===== config.mk =====
export PLATFORM = sky130hd
export DESIGN_NAME = fifo_pack
export DESIGN_NICKNAME = d
export VERILOG_FILES = /design/src/rtl/fifo_pack.sv
export SDC_FILE = /design/constraint.sdc
export NUM_CORES = 1
export LEC_CHECK = 0
export ABC_AREA = 1
export CAP_MARGIN = 20
export CORE_UTILIZATION = 55
export DETAILED_ROUTE_END_ITERATION = 8
export GPL_ROUTABILITY_DRIVEN = 0
export GPL_TIMING_DRIVEN = 0
export PLACE_DENSITY = 0.76
export SLEW_MARGIN = 0
export SYNTH_ARGS = -nofsm -noshare
export SYNTH_HDL_FRONTEND = slang
export SYNTH_SLANG_ARGS = --single-unit

===== constraint.sdc =====
create_clock -name clk -period 2.3 [get_ports clk]
set_clock_uncertainty 0.2 [all_clocks]
set_input_delay 0.23 -clock clk [delete_from_list [all_inputs] [get_ports clk]]
set_output_delay 0.23 -clock clk [all_outputs]
set_load 0.01 [all_outputs]

===== src/rtl/fifo_pack.sv =====
// rtl/fifo_pack.sv - width up-converting FIFO packing narrow chunks LSB-first into wide words
// Optional zero-padded flush of a partial word when FIFO_PACK_FLUSH_EN is defined.
module fifo_pack #(
  parameter int DATA_IN_WIDTH  = 4,
  parameter int DATA_OUT_WIDTH = 16,
  parameter int DEPTH          = 8,
  localparam int ADDR_WIDTH    = $clog2(DEPTH)
) (
  input  logic                      clk,
  input  logic                      rst_n,
  input  logic                      wr_en,
  input  logic [DATA_IN_WIDTH-1:0]  data_in,
  input  logic                      rd_en,
`ifdef FIFO_PACK_FLUSH_EN
  input  logic                      flush,
`endif
  output logic [DATA_OUT_WIDTH-1:0] data_out,
  output logic                      data_valid,
  output logic                      empty,
  output logic                      full,
  output logic [ADDR_WIDTH:0]       level,
  output logic                      partial
);

  localparam int CHUNK_COUNT = DATA_OUT_WIDTH / DATA_IN_WIDTH;
  localparam int CW          = $clog2(CHUNK_COUNT);

  logic [DATA_OUT_WIDTH-1:0] mem [DEPTH];

  logic [DATA_OUT_WIDTH-1:0] asm_q, asm_d;
  logic [CW-1:0]             chunk_idx_q, chunk_idx_d;
  logic [ADDR_WIDTH-1:0]     wr_ptr_q, wr_ptr_d;
  logic [ADDR_WIDTH-1:0]     rd_ptr_q, rd_ptr_d;
  logic [ADDR_WIDTH:0]       level_q, level_d;
  logic [DATA_OUT_WIDTH-1:0] data_out_q, data_out_d;
  logic                      data_valid_q, data_valid_d;

  logic                      chunk_acc, last_chunk, flush_push, push, pop;
  logic [DATA_OUT_WIDTH-1:0] merged;

  assign full    = (level_q == (ADDR_WIDTH+1)'(DEPTH));
  assign empty   = (level_q == '0);
  assign partial = (chunk_idx_q != '0);

  assign chunk_acc  = wr_en && !full;
  assign last_chunk = chunk_acc && (chunk_idx_q == CW'(CHUNK_COUNT - 1));
`ifdef FIFO_PACK_FLUSH_EN
  assign flush_push = flush && partial && !full;
`else
  assign flush_push = 1'b0;
`endif
  // Upper chunks of the assembly register are always zero, so a flush pads for free.
  assign push = last_chunk || flush_push;
  assign pop  = rd_en && !empty;

  always_comb begin
    merged = asm_q;
    for (int k = 0; k < CHUNK_COUNT; k++) begin
      if (chunk_acc && (chunk_idx_q == CW'(k))) begin
        merged[k*DATA_IN_WIDTH +: DATA_IN_WIDTH] = data_in;
      end
    end
  end

  always_comb begin
    asm_d        = asm_q;
    chunk_idx_d  = chunk_idx_q;
    wr_ptr_d     = wr_ptr_q;
    rd_ptr_d     = rd_ptr_q;
    level_d      = level_q;
    data_out_d   = data_out_q;
    data_valid_d = 1'b0;

    if (push) begin
      asm_d       = '0;
      chunk_idx_d = '0;
      wr_ptr_d    = wr_ptr_q + 1'b1;
    end else if (chunk_acc) begin
      asm_d       = merged;
      chunk_idx_d = chunk_idx_q + 1'b1;
    end

    if (pop) begin
      data_out_d   = mem[rd_ptr_q];
      data_valid_d = 1'b1;
      rd_ptr_d     = rd_ptr_q + 1'b1;
    end

    if (push && !pop) begin
      level_d = level_q + 1'b1;
    end else if (pop && !push) begin
      level_d = level_q - 1'b1;
    end
  end

  always_ff @(posedge clk or negedge rst_n) begin
    if (!rst_n) begin
      asm_q        <= '0;
      chunk_idx_q  <= '0;
      wr_ptr_q     <= '0;
      rd_ptr_q     <= '0;
      level_q      <= '0;
      data_out_q   <= '0;
      data_valid_q <= 1'b0;
    end else begin
      asm_q        <= asm_d;
      chunk_idx_q  <= chunk_idx_d;
      wr_ptr_q     <= wr_ptr_d;
      rd_ptr_q     <= rd_ptr_d;
      level_q      <= level_d;
      data_out_q   <= data_out_d;
      data_valid_q <= data_valid_d;
    end
  end

  // Storage is deliberately left unreset.
  always_ff @(posedge clk) begin
    if (push) begin
      mem[wr_ptr_q] <= merged;
    end
  end

  assign data_out   = data_out_q;
  assign data_valid = data_valid_q;
  assign level      = level_q;

endmodule


Word-level counts from Yosys, hierarchy flattened --
Memories as Yosys holds them, arrays and structs flattened. A register that Yosys moved wholly into a read port is not among the register bits. Cells that the tools add are included.
Storage, ports and cells: flip-flop bits (word level) 29, bits in writable memories 128, input port bits 8, word-level logic and storage cells 47, memories kept 1
Cells by class: add/subtract/negate cells 5, eq/ne operators 4, muxes and demuxes 13, reductions and logical operators 18
Memory list:
- mem | words 8, bits a word 16, rd ports 1, clocked after memory_dff 1, wr ports 1, RTL line 28 | logic [DATA_OUT_WIDTH-1:0] mem [DEPTH];
Operator list (count):
- 2-to-1 mux 16 bit | 2
- 2-to-1 mux 4 bit | 6
- logical AND 1 bit | 8
- adder 3 x 1 -> 3 bit (second input constant) | 2
- nonzero test 2 bit | 3
- logical NOT 1 bit | 5
- adder 4 x 1 -> 4 bit (second input constant) | 1
- equality test 2 bit (second input constant) | 2
- equality test 4 bit (second input constant) | 1
- logical NOT 4 bit | 1
- 2-to-1 mux 2 bit | 2
- subtractor 4 x 1 -> 4 bit (second input constant) | 1
- 2-to-1 mux 1 bit | 3
- adder 2 x 1 -> 2 bit (second input constant) | 1
- equality test 2 x 1 -> 1 bit (second input constant) | 1
- logical NOT 2 bit | 1

Logic depth before layout (Yosys ltp) --
Gate-level depths: netlist of run 1.
depth in word-level cells 8, gate-level depth with buffers 14

Least setup slack after synthesis of run 1 --
No wires, ideal clock.
kind flip-flop to flip-flop, start point register level_q[1] (netlist: level[1]), end point register level_q[3] (netlist: level[3]), setup time 0.116 ns, arrival time 2.039 ns, data required time 1.984 ns, slack -0.055 ns, cell stages (with the launch flop) 15, path buffers 1, path through dfrtp_1 > nor2_4 > nand3_4 > nand2_4 > nor2_4 > buf_4 > ha_1 > inv_1 > ha_1 > a21oi_1 > nand2_1 > o21ai_0 > nand2_1 > nand2_1 > nand2_1
Between the ends: word-level cells in the longest chain between the ends 7
RTL lines:
- start: declaration | RTL line 34 | logic [ADDR_WIDTH:0] level_q, level_d;
- start signal: assignment | RTL line 110 | level_q <= level_d;
- parallel branches: the longest is 7 deep, another holds subtractor 4 x 1 -> 4 bit
Several ways; the timed one is not identified. The select of a mux whose other input is x is not followed. A chain may end at the register's enable or synchronous reset.

Final worst setup path of run 1 --
Ends and elaborated chain as after synthesis.

==> impl_metrics.csv, run 1 <==
group,metric,value,unit
status,outcome,"complete, no violations",
grt,maximum_number_of_pins_on_one_net_before_global_route_repair,28,
routing,vias_per_cell,5.21,
synthesis,mappedNetlistNets,788,
pwr,post_route_total_power,11.7,mW
clock_tree,cts_buffers,17,
placement,placed_cells,985,
synthesis,post-synth-top-area-fraction,50.4,%
timing,fin_hold_ws,0.0903,ns
clock_tree,cts_htree_levels,4,
synthesis,synthArstFlopShare,26.0,%
clock_tree,clockBufferDepth,2,
setup_path,setup.worst_path.start_class,"flop",
grt,antenna_violations_before_repair,0,
timing,achievable-frequency,436,MHz
clock_tree,cts.clk_slew.worst_paths,0.06,ns
run,drv_cap,0,
routing,routed_wl,17700,um
grt,grt.overflow.total,0,
setup_path,cp.arrival,2.42,ns
synthesis,ys_ff_latch,173,
layout,antenna_cells_inserted,0,
routing,avgRoutedWirePerCell,17.2,um
timing,setup_viol,0,
layout,area_growth_from_synthesis_to_layout,18.6,%
pwr,powerDensity,1300,nW/um^2
routing,drc,0,
layout,final-instance-count-excl-fill,1028,
timing,report.final.hold_viol_count,0,
synthesis,syn_area,7620,um^2
timing,worst_slew_pin_slew,0.656,ns
timing,grt_setup_unrepaired,"yes",
layout,number_of_nets_in_the_layout,857,
floorplan,placementRows,42,
synthesis,synth_sequential_area_ratio,65.2,%
clock_tree,cts_num_sinks,173,
layout,post_route_cells_drive_above_1_share,12.6,%
setup_path,setup.worst_path.class,"reg -> reg",
synthesis,post_synth_inst_count,770,
pwr,power.ir.vdd_worst,0.805,mV
timing,period_share,99.7,%
worst_hold_path,class_of_the_tightest_hold_or_removal_check,"in -> reg",
setup_path,crit_path_end_kind,"flop",
routing,first_iter_violations,580,
timing,timing.slew.headroom,56.3,%
floorplan,dieWidth,120,um
setup_path,critical_path_required,2.43,ns
synthesis,avgSynthCellArea,9.90,um^2
routing,final_antenna_net_count,0,
layout,final_core_utilization,67.5,%
synthesis,synth_area_leaders,"sky130_fd_sc_hd__edfxtp_1, sky130_fd_sc_hd__dfrtp_1, sky130_fd_sc_hd__nand2_1",
clock_tree,tritoncts,"yes",
grt,grt_pass1_wl,27800,um
floorplan,core_region_area,13400,um^2
timing,final-max-slew-violation-count,0,
synthesis,yosysUniqueCellTypes,26,
floorplan,initial_util,56.9,%
routing,drt-pass1-iter-count,5,
synthesis,dominantRegCellSynth,"sky130_fd_sc_hd__edfxtp_1",
synthesis,number_of_flops_mapped_to_enable_cells_by_yosys,128,
grt,first_global_vias,5243,
floorplan,top_level_ports,32,
grt,gr-usage-all-layers,26.7,%
placement,hpwlAfterDp,11500,um
pwr,leakage,4.21,nW
routing,route.vias.total,5360,
synthesis,yosysTopAreaCell,"sky130_fd_sc_hd__edfxtp_1",
clock_tree,cts-root-buf,"sky130_fd_sc_hd__clkbuf_16",
clock_tree,clock_latency,0.44,ns
synthesis,synthesis.yosys.warnings,0,
floorplan,die_area,14300,um^2
setup_path,crit_fanout,6,
floorplan,chipHeight,120,um
placement,placement.io_buffers,30,
timing,layout_min_cycle_time,2.29,ns
[critical path, stage by stage, from the launching register on]
cell and delay [ns]:
sky130_fd_sc_hd__dfrtp_2 0.42, sky130_fd_sc_hd__nor2_4 0.15, sky130_fd_sc_hd__nand3_4 0.11, sky130_fd_sc_hd__nand2_4 0.09, sky130_fd_sc_hd__nor2_4 0.05, sky130_fd_sc_hd__buf_6 0.12
sky130_fd_sc_hd__ha_1 0.20, sky130_fd_sc_hd__inv_2 0.11, sky130_fd_sc_hd__ha_4 0.22, sky130_fd_sc_hd__a21oi_2 0.14, sky130_fd_sc_hd__nand2_1 0.06, sky130_fd_sc_hd__o21ai_0 0.08
sky130_fd_sc_hd__nand2_1 0.10, sky130_fd_sc_hd__nand2_1 0.07, sky130_fd_sc_hd__nand2_1 0.05
[metal layers]
metal  share of wire, %  global-route usage [%]  vias to the layer above
li1                   -                       -                     2568
met1                 40                    34.8                     2530
met2                 49                    44.0                      230
met3                7.7                    5.32                       32
met4                2.5                    11.0                        0
met5                  0                       0                        -
[power by group]
part	switching [mW]	internal, mW	total (mW)	leakage [nW]
Clock	1.24	1.64	2.89	0.285
Sequential	0.210	4.17	4.38	1.71
Combinational	2.90	1.55	4.45	2.22
Total	4.35	7.37	11.7	4.21
[cell usage in the layout (no fill, tap or decap), drive strengths merged]
| cell type | count |
|---|---|
| nand2 | 254 |
| inv | 152 |
| edfxtp | 128 |
| nand3 | 105 |
| buf | 49 |
| dfrtp | 45 |
| clkdlybuf4s50 | 27 |
| nor2 | 25 |
| clkbuf | 21 |
| nand4 | 12 |
| ha | 9 |
| o21ai | 7 |
| clkinv | 4 |
| clkinvlp | 3 |
| xor2 | 2 |
| xnor2 | 2 |
| bufinv | 2 |
| a21oi | 1 |
| fa | 1 |
| dlygate4sd3 | 1 |
| dlygate4sd2 | 1 |
| dlymetal6s2s | 1 |
[layout make-up]
class,count,area (um^2)
buffer,31,194
clock buffer,18,439
clock inverter,14,154
fill,979,4360
inverter,147,552
multi-input combinational,418,1990
sequential,173,4970
tap,176,220
timing repair buffer,51,522
[repair_timing]
action	in CTS	in global routing
buffers inserted	10	1
gates resized for setup	9	7
endpoints found under the setup margin	8	42
endpoints found under the hold margin	45	0
hold buffers	1	0
pin swaps	4	4
[path summary, 6_finish.rpt]
path | cells after the start | slack [ns] | startpoint | end
max | 14 | 0.007 | level[1] | level[3]
min | 4 | 0.09 | wr_en | chunk_idx_q[0]
max reg2reg | 14 | 0.007 | level[1] | level[3]
min reg2reg | 2 | 0.26 | asm_q[15] | asm_q[15]
max in group asynchronous | 3 | 1.25 | rst_n | level[3]
min in group asynchronous | 2 | 0.11 | rst_n | level[1]
[registers in the layout, indices dropped and copies added (netlist names)]
name	count
asm_q	16
chunk_idx_q	2
wr_ptr_q	3
data_valid	1
data_out	16
rd_ptr_q	3
level	4
mem	128
[per-stage QoR]
step	TNS, ns	area, um^2	worst slack [ns]
finish	0	9040	0.00680
detailed placement	-0.567	8300	-0.329
global route	-0.0913	9040	-0.0913
CTS	0	9010	0.00748
global placement	-106.25	8150	-0.767
floorplan	-0.000493	7630	-0.000493
[logic make-up (layout without fill, tap and decap cells)]
kind of cell	after synthesis	count (layout)	synth area share (%)
AO/OA/AOI/OAI	8	8	0.624
XOR/XNOR	4	4	0.460
adder cells (fa/ha/maj)	10	10	1.74
buffers and inverters	179	261	9.75
flip-flops	173	173	65.2
AND/OR/NAND/NOR	396	396	22.2
[synthesized netlist by cell type, drive strengths merged, types with 2 or more instances]
cell    count
buf        29
clkbuf      3
dfrtp      45
edfxtp    128
ha          9
inv       146
nand2     254
nand3     105
nand4      12
nor2       25
o21ai       7
xnor2       2
xor2        2
Note: power is estimated with default switching activity, not from simulation.
==> inputs of run 2 (changes only) <==
--- a/config.mk
+++ b/config.mk
@@ -6,12 +6,13 @@
 export NUM_CORES = 1
 export LEC_CHECK = 0
 export ABC_AREA = 1
-export CAP_MARGIN = 20
-export CORE_UTILIZATION = 55
+export CELL_PAD_IN_SITES_DETAIL_PLACEMENT = 2
+export CELL_PAD_IN_SITES_GLOBAL_PLACEMENT = 2
+export CORE_UTILIZATION = 36
 export DETAILED_ROUTE_END_ITERATION = 8
 export GPL_ROUTABILITY_DRIVEN = 0
 export GPL_TIMING_DRIVEN = 0
-export PLACE_DENSITY = 0.76
+export PLACE_DENSITY_LB_ADDON = 0.1
 export SLEW_MARGIN = 0
 export SYNTH_ARGS = -nofsm -noshare
 export SYNTH_HDL_FRONTEND = slang
==> impl_metrics.csv, run 2 (synthesis results as in run 1) <==
group,metric,value,unit
status,outcome,"complete, no violations",
floorplan,top_level_ports,32,
timing,layout_min_cycle_time,2.23,ns
placement,dp_worst_setup_slack,-0.400,ns
setup_path,setup.worst_path.start_class,"flop",
grt,grt_pass1_wl,36700,um
worst_hold_path,class_of_the_tightest_hold_or_removal_check,"in -> reg",
run,drv_cap,0,
grt,gr-usage-all-layers,23.5,%
layout,post_route_cells_drive_above_1_share,13.0,%
routing,route.vias.total,5628,
routing,final_antenna_net_count,0,
layout,layout.cells.most_common,"sky130_fd_sc_hd__nand2_1",
layout,final_cell_mix,"sky130_fd_sc_hd__nand2_1, sky130_fd_sc_hd__inv_1, sky130_fd_sc_hd__edfxtp_1",
clock_tree,cts_htree_levels,4,
setup_path,crit_buf_inv,2,
pwr,power.ir.vdd_worst,0.552,mV
layout,largest_register_ff_count,128,
routing,avgRoutedWirePerCell,21.6,um
timing,period_share,97.0,%
routing,drc,0,
setup_path,timing.critical_path.mode_cell,"sky130_fd_sc_hd__nand2_1",
routing,routed_wl,24300,um
clock_tree,clock_latency,0.43,ns
floorplan,initial_util,37.2,%
setup_path,critical_path_required,2.42,ns
layout,regMostFlops,"mem",
clock_tree,cts-root-buf,"sky130_fd_sc_hd__clkbuf_16",
timing,worst_slew_pin_slew,0.802,ns
clock_tree,cts_buffers,17,
setup_path,cpPeakStageDelay,0.43,ns
grt,maximum_number_of_pins_on_one_net_before_global_route_repair,30,
timing,report.final.hold_viol_count,0,
clock_tree,tritoncts,"yes",
floorplan,dieWidth,148,um
layout,area_growth_from_synthesis_to_layout,21.2,%
pwr,powerDensity,1290,nW/um^2
timing,achievable-frequency,448,MHz
layout,layout.cell_area.non_filler,9240,um^2
routing,first_iter_violations,216,
layout,final_core_utilization,45.1,%
setup_path,worst_path_dominant_cell_family,"simple AND/OR/NAND/NOR gates",
placement,hpwlAfterDp,16400,um
clock_tree,cts_num_sinks,173,
setup_path,crit_path_end_kind,"flop",
setup_path,timing.critical_path.cells,"nor2_4, nand3_4, nand2_4, nor2_4, buf_6, ha_4, inv_4, ha_1, nand3_1, nand2_1, o21ai_1, nand2_1, nand2_1, nand2_1",
clock_tree,clockBufferDepth,2,
routing,vias_per_cell,4.99,
floorplan,die_area,21800,um^2
layout,antenna_cells_inserted,0,
floorplan,placementRows,52,
setup_path,timing.critical_path.slowest_stage_cell,"sky130_fd_sc_hd__dfrtp_2",
routing,drt-pass1-iter-count,5,
grt,grt.overflow.total,0,
timing,grt_setup_unrepaired,"yes",
setup_path,crit_fanout,7,
timing,final-max-slew-violation-count,0,
setup_path,setup.worst_path.class,"reg -> reg",
layout,number_of_nets_in_the_layout,862,
placement,placement.io_buffers,30,
placement,dpl-instance-area,8460,um^2
timing,setup_ws,0.0680,ns
grt,first_global_vias,6269,
pwr,leakage,4.20,nW
timing,setup_viol,0,
clock_tree,cts.clk_slew.worst_paths,0.07,ns
floorplan,core_region_area,20500,um^2
setup_path,cp.arrival,2.35,ns
floorplan,chipHeight,148,um
timing,timing.slew.headroom,46.5,%
grt,antenna_violations_before_repair,0,
[run 2: cell count changes in the layout (fill, tap and decap cells not counted), moves of 2 or more]
cell	previous run	this run
sky130_fd_sc_hd__clkinvlp_4	3	7
sky130_fd_sc_hd__inv_6	6	2
sky130_fd_sc_hd__buf_12	1	4
sky130_fd_sc_hd__buf_16	0	3
sky130_fd_sc_hd__nor2_2	3	0
sky130_fd_sc_hd__nor2_4	7	10
sky130_fd_sc_hd__buf_4	15	17
sky130_fd_sc_hd__buf_6	7	5
sky130_fd_sc_hd__bufinv_16	2	0
sky130_fd_sc_hd__clkinv_1	1	3
sky130_fd_sc_hd__o21ai_0	4	2
sky130_fd_sc_hd__o21ai_1	1	3
[run 2: final cells by class]
| cell class | instances | area, um^2 |
|---|---|---|
| fill | 2172 | 11300 |
| sequential | 173 | 4970 |
| multi-input combinational | 418 | 2020 |
| timing repair buffer | 56 | 639 |
| inverter | 147 | 554 |
| clock buffer | 18 | 429 |
| tap | 270 | 338 |
| buffer | 31 | 194 |
| clock inverter | 14 | 96.3 |
[run 2: metrics by stage]
stage | cells | TNS (ns) | hold slack, ns | total power [mW]
2_1_floorplan | 770 | -0.000493 | -0.266 | 7.08
3_3_place_gp | 1070 | -152.50 | 0.245 | 8.74
3_5_place_dp | 1079 | -6.41 | 0.0274 | 9.06
4_1_cts | 1117 | -0.0662 | 0.0499 | 11.8
5_1_grt | 1127 | -0.315 | 0.105 | 12.6
6_report | 1127 | 0 | 0.0586 | 11.9
[run 2: final timing paths]
kind / from / to / slack (ns) / cells past startpoint
setup / recovery: level[1] / level[3] / 0.07 / 14
hold / removal: wr_en / chunk_idx_q[0] / 0.06 / 4
setup reg to reg: level[1] / level[3] / 0.07 / 14
hold reg to reg: asm_q[12] / asm_q[12] / 0.27 / 2
max in group asynchronous: rst_n / level[1] / 1.21 / 3
min in group asynchronous: rst_n / data_out[8] / 0.11 / 2
[run 2: worst min-delay path, cell delays in order]
cell	delay, ns
sky130_fd_sc_hd__clkbuf_2	0.17
sky130_fd_sc_hd__nand2_4	0.08
sky130_fd_sc_hd__inv_1	0.09
sky130_fd_sc_hd__o21ai_0	0.08
[run 2: where the power goes]
group | total, mW | leakage, nW | switching (mW) | internal (mW)
logic | 4.85 | 2.25 | 3.26 | 1.59
registers | 4.41 | 1.71 | 0.235 | 4.17
clock network | 2.64 | 0.236 | 1.26 | 1.38
[run 2: metal layers]
metal,vias up,wire length (um),GRT usage [%]
met5,-,0,0
met4,0,534,8.04
met3,34,768,4.60
met2,115,13000,42.4
met1,2898,9980,27.7
li1,2581,-,-
[run 2: repair_timing]
item	4_1_cts	5_1_grt
setup buffers	6	10
hold endpoints to repair	45	0
hold buffers	1	0
pin swaps	3	11
setup endpoints to repair	89	62
gates resized for setup	14	10
==> inputs of run 3 (changes only) <==
--- a/config.mk
+++ b/config.mk
@@ -8,12 +8,13 @@
 export ABC_AREA = 1
 export CELL_PAD_IN_SITES_DETAIL_PLACEMENT = 2
 export CELL_PAD_IN_SITES_GLOBAL_PLACEMENT = 2
+export CORE_ASPECT_RATIO = 0.5
 export CORE_UTILIZATION = 36
 export DETAILED_ROUTE_END_ITERATION = 8
 export GPL_ROUTABILITY_DRIVEN = 0
-export GPL_TIMING_DRIVEN = 0
 export PLACE_DENSITY_LB_ADDON = 0.1
 export SLEW_MARGIN = 0
 export SYNTH_ARGS = -nofsm -noshare
 export SYNTH_HDL_FRONTEND = slang
 export SYNTH_SLANG_ARGS = --single-unit
+export TNS_END_PERCENT = 30
==> impl_metrics.csv, run 3 (synthesis results as in run 1) <==
group,metric,value,unit
floorplan,core_region_area,20600,um^2
run,drv_cap,0,
clock_tree,clockBufferDepth,2,
clock_tree,clock_latency,0.45,ns
setup_path,setup.worst_path.start_class,"flop",
timing,final-max-slew-violation-count,0,
clock_tree,tritoncts,"yes",
setup_path,critical_path_required,1.87,ns
placement,placed_cells,1077,
worst_hold_path,class_of_the_tightest_hold_or_removal_check,"in -> async",
layout,final_core_utilization,43.9,%
clock_tree,cts.repair_timing.setup_buffer_count,0,
setup_path,cp.arrival,1.79,ns
timing,grt_setup_unrepaired,"yes",
placement,placement.io_buffers,31,
pwr,powerDensity,1320,nW/um^2
clock_tree,cts.clk_slew.worst_paths,0.07,ns
routing,first_iter_violations,313,
pwr,power.ir.vdd_worst,0.619,mV
layout,post_route_cells_drive_above_1_share,10.0,%
routing,route.vias.total,5348,
clock_tree,cts_buffers,17,
grt,maximum_number_of_pins_on_one_net_before_global_route_repair,66,
placement,hpwlAfterDp,14400,um
routing,final_antenna_net_count,0,
layout,layout.cells.most_common,"sky130_fd_sc_hd__nand2_1",
floorplan,dieWidth,208,um
timing,layout_min_cycle_time,2.22,ns
floorplan,chipHeight,105,um
setup_path,setup.worst_path.class,"reg -> out",
layout,number_of_nets_in_the_layout,842,
setup_path,crit_fanout,6,
clock_tree,cts_num_sinks,173,
routing,avgRoutedWirePerCell,20.0,um
routing,drt-pass1-iter-count,4,
setup_path,crit_path_end_kind,"primary output",
floorplan,top_level_ports,32,
setup_path,r2r-start,"level[1]",
timing,setup_viol,0,
timing,achievable-frequency,451,MHz
timing,worst_slew_pin_slew,0.885,ns
status,outcome,"complete, no violations",
timing,timing.slew.headroom,41.0,%
timing,period_share,96.4,%
grt,grt_pass1_wl,34700,um
floorplan,initial_util,36.9,%
routing,routed_wl,22200,um
layout,regMostFlops,"mem",
clock_tree,cts-root-buf,"sky130_fd_sc_hd__clkbuf_16",
grt,gr-usage-all-layers,21.9,%
layout,final-instance-count-excl-fill,1110,
grt,first_global_vias,5992,
clock_tree,cts_htree_levels,4,
layout,largest_register_ff_count,128,
routing,vias_per_cell,4.82,
pwr,leakage,4.16,nW
timing,fin_hold_ws,0.227,ns
floorplan,placementRows,37,
setup_path,worst_setup_path_startpoint,"chunk_idx_q[0]",
floorplan,die_area,21800,um^2
grt,grt.overflow.total,0,
grt,antenna_violations_before_repair,0,
routing,drc,0,
layout,antenna_cells_inserted,0,
timing,final.setup.tns,0,ns
layout,area_growth_from_synthesis_to_layout,18.9,%
layout,final_cell_mix,"sky130_fd_sc_hd__nand2_1, sky130_fd_sc_hd__inv_1, sky130_fd_sc_hd__edfxtp_1",
timing,report.final.hold_viol_count,0,
[run 3: path summary, 6_finish.rpt]
| kind | to | slack (ns) | cells past startpoint |
|---|---|---|---|
| setup / recovery | partial | 0.08 | 4 |
| hold / removal | rd_ptr_q[0] | 0.23 | 2 |
| setup reg to reg | level[3] | 0.16 | 13 |
| hold reg to reg | asm_q[12] | 0.27 | 2 |
| max in group asynchronous | data_out[8] | 0.97 | 3 |
| min in group clk | asm_q[12] | 0.27 | 2 |
[run 3: metal layers]
layer | routed length, um | global-route usage, % | up-vias
li1 | - | - | 2539
met1 | 10500 | 30.1 | 2708
met2 | 10400 | 34.9 | 70
met3 | 969 | 4.24 | 31
met4 | 313 | 7.14 | 0
met5 | 0 | 0 | -
[run 3: where the power goes]
part / switching [mW] / internal [mW]
sequential: 0.245 / 4.17
combinational: 2.97 / 1.47
clock: 1.31 / 1.81
[run 3: layout make-up]
type,instances,area (um^2)
fill,2175,11600
sequential,173,4970
multi-input combinational,418,1920
timing repair buffer,67,656
inverter,147,552
clock buffer,17,425
tap,273,342
clock inverter,15,196
[run 3: per-stage QoR]
stage               setup WS, ns  power [mW]  instance area, um^2
floorplan              -0.000493        7.08                 7630
global placement          0.0150        8.74                 8420
detailed placement       -0.0281        8.95                 8420
CTS                       0.0114        12.1                 9060
global route             -0.0143        12.7                 9060
finish                    0.0821        12.0                 9060
[run 3: worst max-delay path: stages, from the launching register on]
cell	delay (ns)
sky130_fd_sc_hd__dfrtp_1	0.41
sky130_fd_sc_hd__inv_1	0.14
sky130_fd_sc_hd__ha_2	0.27
sky130_fd_sc_hd__inv_1	0.06
sky130_fd_sc_hd__clkdlybuf4s50_1	0.47
[run 3: repair_timing]
item,CTS,global route
endpoints found under the setup margin,1,2
gates resized for setup,2,2
gates cloned,0,0
hold endpoints to repair,30,0
hold buffers,1,0
pin swaps,0,1
